$ cat config.mk
export PLATFORM = sky130hd
export DESIGN_NAME = reg_pipe_flat
export DESIGN_NICKNAME = d
export VERILOG_FILES = /design/src/rtl/reg_pipe_if.sv /design/src/rtl/reg_pipe.sv /design/src/flat_wrapper.sv
export SDC_FILE = /design/constraint.sdc
export NUM_CORES = 1
export LEC_CHECK = 0
export ABC_CLOCK_PERIOD_IN_PS = 1850
export BUFFER_PORTS_ARGS = -buffer_cell sky130_fd_sc_hd__clkbuf_2
export CORE_ASPECT_RATIO = 0.8
export CORE_MARGIN = 5
export CORE_UTILIZATION = 45
export CTS_CLUSTER_SIZE = 28
export DETAILED_ROUTE_END_ITERATION = 6
export GPL_TIMING_DRIVEN = 0
export HOLD_SLACK_MARGIN = 0.02
export PLACE_DENSITY = 0.71
export SYNTH_ARGS = -nofsm -noshare
export SYNTH_HDL_FRONTEND = slang
export SYNTH_SLANG_ARGS = --single-unit
$ cat constraint.sdc
create_clock -name clk -period 1.85 [get_ports clk]
set_input_delay 0.37 -clock clk [delete_from_list [all_inputs] [get_ports clk]]
set_output_delay 0.37 -clock clk [all_outputs]
set_load 0.01 [all_outputs]
$ cat src/rtl/reg_pipe_if.sv
// reg_pipe_if: upstream/downstream handshake, flush and occupancy bundle for reg_pipe.
// The master modport is the pipeline's environment; the slave modport is the pipeline itself.
interface reg_pipe_if #(
  parameter int WIDTH = 8,
  parameter int DEPTH = 3
);
  localparam int CNT_W = $clog2(DEPTH + 1);

  logic [WIDTH-1:0] in_data;
  logic             in_valid;
  logic             in_ready;
  logic [WIDTH-1:0] out_data;
  logic             out_valid;
  logic             out_ready;
  logic             flush;
  logic [CNT_W-1:0] occupancy;

  modport master (
    output in_data, in_valid, out_ready, flush,
    input  in_ready, out_data, out_valid, occupancy
  );

  modport slave (
    input  in_data, in_valid, out_ready, flush,
    output in_ready, out_data, out_valid, occupancy
  );
endinterface

$ cat src/rtl/reg_pipe.sv
// reg_pipe: DEPTH-stage valid/ready register pipeline with bubble collapsing, flush and occupancy.
// Define REG_PIPE_DATA_RESET_EN to also load RESET_VALUE into the data registers on reset/flush.
module reg_pipe #(
  parameter int               WIDTH       = 8,
  parameter int               DEPTH       = 3,
  parameter logic [WIDTH-1:0] RESET_VALUE = '0
) (
  input logic       clk,
  input logic       reset,
  reg_pipe_if.slave bus
);
  localparam int               CNT_W   = $clog2(DEPTH + 1);
  localparam logic [CNT_W-1:0] CNT_ONE = CNT_W'(1);
`ifdef REG_PIPE_DATA_RESET_EN
  localparam bit DATA_CLR = 1'b1;
`else
  localparam bit DATA_CLR = 1'b0;
`endif

  logic [WIDTH-1:0] data_p [DEPTH];
  logic [DEPTH-1:0] vld_p;
  logic [DEPTH-1:0] adv;
  logic [CNT_W-1:0] occ;
  logic             room;
  logic             clr;
  logic             in_xfer;
  logic             out_xfer;

  // A stage may load when any stage from it to the output is empty, or the output drains.
  always_comb begin
    adv  = '0;
    room = bus.out_ready;
    for (int i = DEPTH - 1; i >= 0; i--) begin
      room   = room | ~vld_p[i];
      adv[i] = room;
    end
  end

  assign clr           = reset | bus.flush;
  assign bus.in_ready  = adv[0] & ~clr;
  assign in_xfer       = bus.in_valid & bus.in_ready;
  assign out_xfer      = vld_p[DEPTH-1] & bus.out_ready;
  assign bus.out_valid = vld_p[DEPTH-1];
  assign bus.out_data  = data_p[DEPTH-1];
  assign bus.occupancy = occ;

  // Control stage: valid bits and occupancy count
  always_ff @(posedge clk) begin
    if (clr) begin
      vld_p <= '0;
      occ   <= '0;
    end else begin
      if (adv[0]) vld_p[0] <= bus.in_valid;
      for (int i = 1; i < DEPTH; i++) begin
        if (adv[i]) vld_p[i] <= vld_p[i-1];
      end
      case ({in_xfer, out_xfer})
        2'b10:   occ <= occ + CNT_ONE;
        2'b01:   occ <= occ - CNT_ONE;
        default: occ <= occ;
      endcase
    end
  end

  // Data stage: a register only captures when a valid word moves into it
  always_ff @(posedge clk) begin
    if (DATA_CLR && clr) begin
      for (int i = 0; i < DEPTH; i++) data_p[i] <= RESET_VALUE;
    end else begin
      if (adv[0] && bus.in_valid) data_p[0] <= bus.in_data;
      for (int i = 1; i < DEPTH; i++) begin
        if (adv[i] && vld_p[i-1]) data_p[i] <= data_p[i-1];
      end
    end
  end

  a_hold_stalled: assert property (@(posedge clk)
    (!clr && bus.out_valid && !bus.out_ready) |=> (bus.out_valid && $stable(bus.out_data)));

endmodule

$ cat src/flat_wrapper.sv
// flat-port wrapper written by rule: the top's interface ports become plain ports
module reg_pipe_flat 
#(
  parameter int               WIDTH       = 8,
  parameter int               DEPTH       = 3,
  parameter logic [WIDTH-1:0] RESET_VALUE = '0
)
  (clk, reset, bus_in_data, bus_in_valid, bus_out_ready, bus_flush, bus_in_ready, bus_out_data, bus_out_valid, bus_occupancy);
  reg_pipe_if #(.WIDTH(WIDTH), .DEPTH(DEPTH)) bus_i ();
  input logic clk;
  input logic reset;
  input wire logic [$bits(bus_i.in_data)-1:0] bus_in_data;
  input wire logic [$bits(bus_i.in_valid)-1:0] bus_in_valid;
  input wire logic [$bits(bus_i.out_ready)-1:0] bus_out_ready;
  input wire logic [$bits(bus_i.flush)-1:0] bus_flush;
  output wire logic [$bits(bus_i.in_ready)-1:0] bus_in_ready;
  output wire logic [$bits(bus_i.out_data)-1:0] bus_out_data;
  output wire logic [$bits(bus_i.out_valid)-1:0] bus_out_valid;
  output wire logic [$bits(bus_i.occupancy)-1:0] bus_occupancy;
  assign bus_i.in_data = bus_in_data;
  assign bus_i.in_valid = bus_in_valid;
  assign bus_i.out_ready = bus_out_ready;
  assign bus_i.flush = bus_flush;
  assign bus_in_ready = bus_i.in_ready;
  assign bus_out_data = bus_i.out_data;
  assign bus_out_valid = bus_i.out_valid;
  assign bus_occupancy = bus_i.occupancy;
  reg_pipe #(.WIDTH(WIDTH), .DEPTH(DEPTH), .RESET_VALUE(RESET_VALUE)) u_core (.clk(clk), .reset(reset), .bus(bus_i));
endmodule
==> run summary, run 1 <==
outcome: finished clean
Setup Buffers After CTS: 0
DIE AREA: 3310 µm²
Worst Hold Endpoint: u_core.data_p[0][0]$_DFFE_PP_
clock tree root buffer cell: sky130_fd_sc_hd__clkbuf_4
antenna violations before repair: 0
cell family with most CP delay: compound AO/OA/AOI/OAI gates
total global routing track utilization: 9.18%
initial standard-cell utilization of the core: 47.0%
Worst Hold Path Cells: 1
clock tree from TritonCTS: built
vias per inst: 4.57
required arrival time at the worst endpoint: 1.78 ns
critical register-to-register path startpoint: u_core.vld_p[2]$_SDFFE_PP0P_
number of buffers added by the clock tree synthesis step: 5
number of standard cells in the final layout excluding fillers: 114
worst hold-check slack: 0.237 ns
Peak VDD IR: 632 µV
synthesis-stage register bit count: 29
number of antenna cells inserted: 0
Slew @ Worst Pin: 1.02 ns
Max H-tree Level: 2
total power: 1.13 mW
I/O pin count: 25
number of remaining DRC errors: 0
total of buffers placed on input and output ports: 24
Period minus WS final: 1.69 ns
per-cell routed wire length: 11.4 µm
cell depth of the worst flop-to-flop path: 2
number of endpoints with negative hold slack in the final report: 0
placed insts: 106
number of global-route vias before repair: 542
master of the slowest instance on the critical path: sky130_fd_sc_hd__a21boi_0
count of final setup violators: 0
number of optimization iterations in the first detailed-route pass: 3
largest stage delay on the critical path: 0.82 ns
Post-Syn Instances: 57
setup slack of the most critical reg-to-reg path: 0.16 ns
Core Area: 2160 µm²
cell-by-cell listing of the critical path: nor2b_1 -> a21boi_0
clk sinks: 29
count of routing violations after the opening detailed-route iteration: 2
fin nets: 102
final core occ: 57.0%
sort of element at the end of the critical path: flop
achievable frequency: 591 MHz
RePlAce Congestion: 0.664
pin count of the biggest net entering global routing: 10
Tcrit/Tclk final: 91.4%
number of rows in the core area: 15
proportion of layout cells with a drive suffix above 1: 43.8%
worst skew pair latency: 0.30 ns
Worst Path Max Fanout: 8
destination of the worst register-to-register timing path: u_core.data_p[0][15]$_DFFE_PP_
sort of element at the start of the critical path: flop
post-layout worst setup margin: 0.159 ns
count of max-cap constraint violations: 0
area of the mapped netlist: 1010 µm²
final-report max-slew violation count: 0
total via count after detailed routing: 521
share of synthesized area occupied by flip-flops and latches: 80.9%
vertical die dimension: 52.5 µm
CP arrival: 1.62 ns
unrepaired setup endpoints after global routing: false
startpoint of the lowest-slack hold path: bus_in_data[0]
Clock Skews: 0.00560 ns
number of synthesis warnings: 0
first-pass GRT wire length: 2.17 mm
average instance area after synthesis: 17.8 µm²
leading cell types in the layout, fill and taps excluded: sky130_fd_sc_hd__clkbuf_2 (24), sky130_fd_sc_hd__edfxtp_1 (24), sky130_fd_sc_hd__buf_4 (8)
FILL cells: 176
post-synth cell types: 18
worst setup timing slack at the placement stage: -0.00826 ns
cell type with the largest total area after synthesis: sky130_fd_sc_hd__edfxtp_1
P_leak: 0.482 nW
total power density per cell area: 923 nW/µm²
HPWL after detailed placement: 1.04 mm
register clock-pin slew on the reported worst setup and hold paths: 0.08 ns
fraction of post-synthesis cell area in the top cell type by area: 71.0%
sum of routed wire length over all layers: 1.30 mm
die extent in x: 63.1 µm
CP bufs+invs: 0
number of routed nets with antenna violations: 0
total overflow reported by the global router: 0
critical path class: flop to flop
clock tree buffer depth: 2
worst slew margin relative to its limit: 31.4%
area delta synth->final: 21.2%
nets in the synthesized netlist: 71
largest cells by area after synthesis: sky130_fd_sc_hd__edfxtp_1 (71%), sky130_fd_sc_hd__dfxtp_1 (9.9%), sky130_fd_sc_hd__buf_4 (5.9%)
Tightest Hold Check Type: input pin to flop
-- worst max-delay path by stage --
| stage | end | depth (start not counted) | from |
|---|---|---|---|
| floorplan | u_core.bus.occupancy[1]$_SDFFE_PP0P_ | 6 | bus_out_ready |
| global placement | u_core.bus.occupancy[1]$_SDFFE_PP0P_ | 7 | bus_out_ready |
| detailed placement | u_core.bus.occupancy[1]$_SDFFE_PP0P_ | 7 | bus_out_ready |
| CTS | u_core.bus.occupancy[1]$_SDFFE_PP0P_ | 6 | u_core.vld_p[1]$_SDFFE_PP0P_ |
| global route | u_core.data_p[0][15]$_DFFE_PP_ | 2 | u_core.vld_p[2]$_SDFFE_PP0P_ |
| finish | u_core.data_p[0][15]$_DFFE_PP_ | 2 | u_core.vld_p[2]$_SDFFE_PP0P_ |
-- flip-flops by register name, summed over array words and instances (netlist names) --
signal                count
u_core.bus.occupancy      2
u_core.data_p            24
u_core.vld_p              3
-- power breakdown --
| part | leakage (nW) | switching, mW | internal, mW |
|---|---|---|---|
| registers | 0.265 | 0.00622 | 0.726 |
| clock network | 0.0326 | 0.182 | 0.187 |
| logic | 0.185 | 0.0178 | 0.0157 |
| total | 0.482 | 0.206 | 0.929 |
-- per-stage QoR --
step | area (µm²) | TNS [ns]
2_1_floorplan | 1010 | 0
3_3_place_gp | 1170 | 0
3_5_place_dp | 1170 | -0.00826
4_1_cts | 1220 | 0
5_1_grt | 1230 | 0
6_report | 1230 | 0
-- layout make-up --
type                    count  area, µm²  share of cell area (%)
plain buffers               8       60.1                    4.88
clock buffers               8       58.8                    4.78
multi-input cells          20        139                    11.3
flip-flops and latches     29        821                    66.7
well taps                  25       31.3                    2.54
repair buffers             24        120                    9.77
-- cells in the mapped netlist --
| cell | count |
|---|---|
| sky130_fd_sc_hd__o21a_1 | 2 |
| sky130_fd_sc_hd__xor2_1 | 1 |
| sky130_fd_sc_hd__a21boi_1 | 1 |
| sky130_fd_sc_hd__buf_4 | 8 |
| sky130_fd_sc_hd__or3_1 | 1 |
| sky130_fd_sc_hd__and4b_1 | 1 |
| sky130_fd_sc_hd__a21oi_1 | 1 |
| sky130_fd_sc_hd__ha_1 | 1 |
| sky130_fd_sc_hd__o21ai_0 | 1 |
| sky130_fd_sc_hd__dfxtp_1 | 5 |
| sky130_fd_sc_hd__a21boi_0 | 1 |
| sky130_fd_sc_hd__nor3_1 | 3 |
| sky130_fd_sc_hd__nor2b_1 | 3 |
| sky130_fd_sc_hd__and2_1 | 1 |
| sky130_fd_sc_hd__edfxtp_1 | 24 |
| sky130_fd_sc_hd__nor2_1 | 1 |
| sky130_fd_sc_hd__nand2_1 | 1 |
| sky130_fd_sc_hd__xnor2_1 | 1 |
-- cell families after synthesis --
group	count (synthesis)	share of synthesized area (%)
buf+inv	8	5.92
simple gates	11	6.29
compound gates	6	3.94
xor+xnor	2	1.73
fa+ha+maj	1	1.23
flops	29	80.9
-- layer usage --
metal  part of all wire (%)  GRT usage (%)  up-vias
li1                       -              -      265
met2                     49           15.0       18
met5                      0              0        -
met3                    8.7           6.01        2
met4                    2.1           7.42        0
met1                     40           7.89      236
-- timing repair --
item,in CTS,in global routing
setup endpoints to repair,0,1
hold buffers,0,0
gates resized for setup,0,1
Power figures use the tool's default switching activity.
==> run 2, diff against run 1 <==
--- a/config.mk
+++ b/config.mk
@@ -15,6 +15,7 @@
 export GPL_TIMING_DRIVEN = 0
 export HOLD_SLACK_MARGIN = 0.02
 export PLACE_DENSITY = 0.71
+export REMOVE_ABC_BUFFERS = 1
 export SYNTH_ARGS = -nofsm -noshare
 export SYNTH_HDL_FRONTEND = slang
 export SYNTH_SLANG_ARGS = --single-unit
==> run 2 against run 1 <==
  * Worst setup slack lost 0.035 ns
  * Flip-flop and latch count is the same
  * Routed wire length shrank 12%
  * Utilization shrank 2.3 points
  * Maximum frequency shrank 2.0%
  * Power grew 8.2%
  * Die area is the same
  * Clock power grew 26%
  * Design area shrank 4.0%
  * Largest cell class unchanged
  * Highest routed layer unchanged
==> run summary, run 2 (synthesis gave the netlist of run 1 again) <==
quantity of hold-fixing buffers added after cts: 0
P_leak: 0.450 nW
antenna violations before repair: 0
number of antenna cells inserted: 0
pin count of the biggest net entering global routing: 10
clock tree buffer depth: 2
number of endpoints with negative hold slack in the final report: 0
total power: 1.23 mW
total via count after detailed routing: 496
CP arrival: 1.96 ns
worst skew pair latency: 0.29 ns
RePlAce Congestion: 0.665
total global routing track utilization: 8.05%
worst slew margin relative to its limit: 34.3%
sort of element at the end of the critical path: flop
largest stage delay on the critical path: 0.36 ns
area delta synth->final: 16.4%
number of rows in the core area: 15
count of routing violations after the opening detailed-route iteration: 9
post-layout worst setup margin: 0.124 ns
Slew @ Worst Pin: 0.977 ns
DIE AREA: 3310 µm²
number of buffers added by the clock tree synthesis step: 5
max reg flops: 24
number of optimization iterations in the first detailed-route pass: 4
HPWL after detailed placement: 905 µm
total overflow reported by the global router: 0
final-report max-slew violation count: 0
outcome: finished clean
sum of routed wire length over all layers: 1.14 mm
master of the slowest instance on the critical path: sky130_fd_sc_hd__or3_1
number of remaining DRC errors: 0
met1 wire length: 471 µm
Tcrit/Tclk final: 93.3%
Biggest register: u_core.data_p
Core Area: 2160 µm²
register clock-pin slew on the reported worst setup and hold paths: 0.08 ns
sum of met3 wire segment lengths after detailed routing: 100 µm
Max H-tree Level: 2
Setup Buffers After CTS: 0
per-cell routed wire length: 10.8 µm
sort of element at the start of the critical path: flop
achievable frequency: 579 MHz
CP bufs+invs: 0
worst setup path startpoint: u_core.vld_p[1]$_SDFFE_PP0P_
number of cells upsized or downsized after cts: 0
startpoint of the lowest-slack hold path: bus_in_data[6]
total power density per cell area: 1040 nW/µm²
unrepaired setup endpoints after global routing: false
I/O pin count: 25
proportion of layout cells with a drive suffix above 1: 37.0%
vertical die dimension: 52.5 µm
total of buffers placed on input and output ports: 24
die extent in x: 63.1 µm
clock tree from TritonCTS: built
initial standard-cell utilization of the core: 47.0%
vias per inst: 4.68
clk sinks: 29
required arrival time at the worst endpoint: 2.09 ns
routed wl met2: 550 µm
count of final setup violators: 0
fin nets: 94
cell-by-cell listing of the critical path: and4b_1 -> nor3_1 -> nand2_1 -> ha_1 -> or3_1 -> a21boi_1
Max Used Layer: met4
Peak VDD IR: 949 µV
Tightest Hold Check Type: input pin to flop
first-pass GRT wire length: 1.98 mm
worst setup timing slack at the placement stage: -0.00506 ns
number of global-route vias before repair: 467
clock tree root buffer cell: sky130_fd_sc_hd__clkbuf_4
Clock Skews: 0.00828 ns
critical register-to-register path startpoint: u_core.vld_p[1]$_SDFFE_PP0P_
cell family with most CP delay: simple AND/OR/NAND/NOR gates
leading cell types in the layout, fill and taps excluded: sky130_fd_sc_hd__clkbuf_2 (24), sky130_fd_sc_hd__edfxtp_1 (24), sky130_fd_sc_hd__clkbuf_4 (5), sky130_fd_sc_hd__dfxtp_1 (5)
number of routed nets with antenna violations: 0
critical path class: flop to flop
Worst Path Max Fanout: 5
count of max-cap constraint violations: 0
Period minus WS final: 1.73 ns
[run 2: cell types whose count changed in the layout (fill, tap and decap cells not counted), sizes merged]
cell / change
bufinv: +1
buf: -8
clkinv: +1
clkbuf: -2
[run 2: layout make-up]
| cell class | instances | area [µm²] |
|---|---|---|
| clock inverters | 2 | 33.8 |
| fillers | 165 | 977 |
| clock buffers | 6 | 41.3 |
| repair buffers | 24 | 120 |
| multi-input cells | 20 | 134 |
| flip-flops and latches | 29 | 821 |
| well taps | 25 | 31.3 |
[run 2: worst register-to-register path, delay by kind of cell, from the launching register on]
kind,cells,cell delay [ns]
adder cells (fa/ha/maj),1,0.32
flip-flops,1,0.35
AO/OA/AOI/OAI,1,0.13
AND/OR/NAND/NOR,4,0.87
[run 2: per-layer routing]
layer	up-vias	track usage [%]
li1	250	-
met1	225	8.17
met2	19	13.1
met3	2	4.08
met4	0	5.30
met5	-	0
[run 2: metrics by stage]
stage | TNS (ns) | std cells | hold slack, ns | area [µm²] | util, %
4_1_cts | 0 | 106 | 0.232 | 1180 | 54.7
3_5_place_dp | -0.00506 | 98 | 0.406 | 1110 | 51.2
6_report | 0 | 106 | 0.245 | 1180 | 54.7
2_1_floorplan | 0 | 49 | 0.400 | 955 | -
5_1_grt | 0 | 106 | 0.219 | 1180 | 54.7
3_3_place_gp | 0 | 98 | 0.403 | 1110 | 51.2
[run 2: worst paths after layout]
check / depth (start not counted) / endpoint / slack, ns
worst min register to register: 0 / u_core.data_p[0][10]$_DFFE_PP_ / 0.42
worst max register to register: 6 / u_core.bus.occupancy[1]$_SDFFE_PP0P_ / 0.12
worst min-delay path: 1 / u_core.data_p[0][6]$_DFFE_PP_ / 0.24
worst max-delay path: 6 / u_core.bus.occupancy[1]$_SDFFE_PP0P_ / 0.12
[run 2: power breakdown]
group          total, mW  internal, mW  switching (mW)
registers          0.731         0.726         0.00520
clock network      0.465         0.281           0.184
logic             0.0322        0.0153          0.0169
total               1.23          1.02           0.206
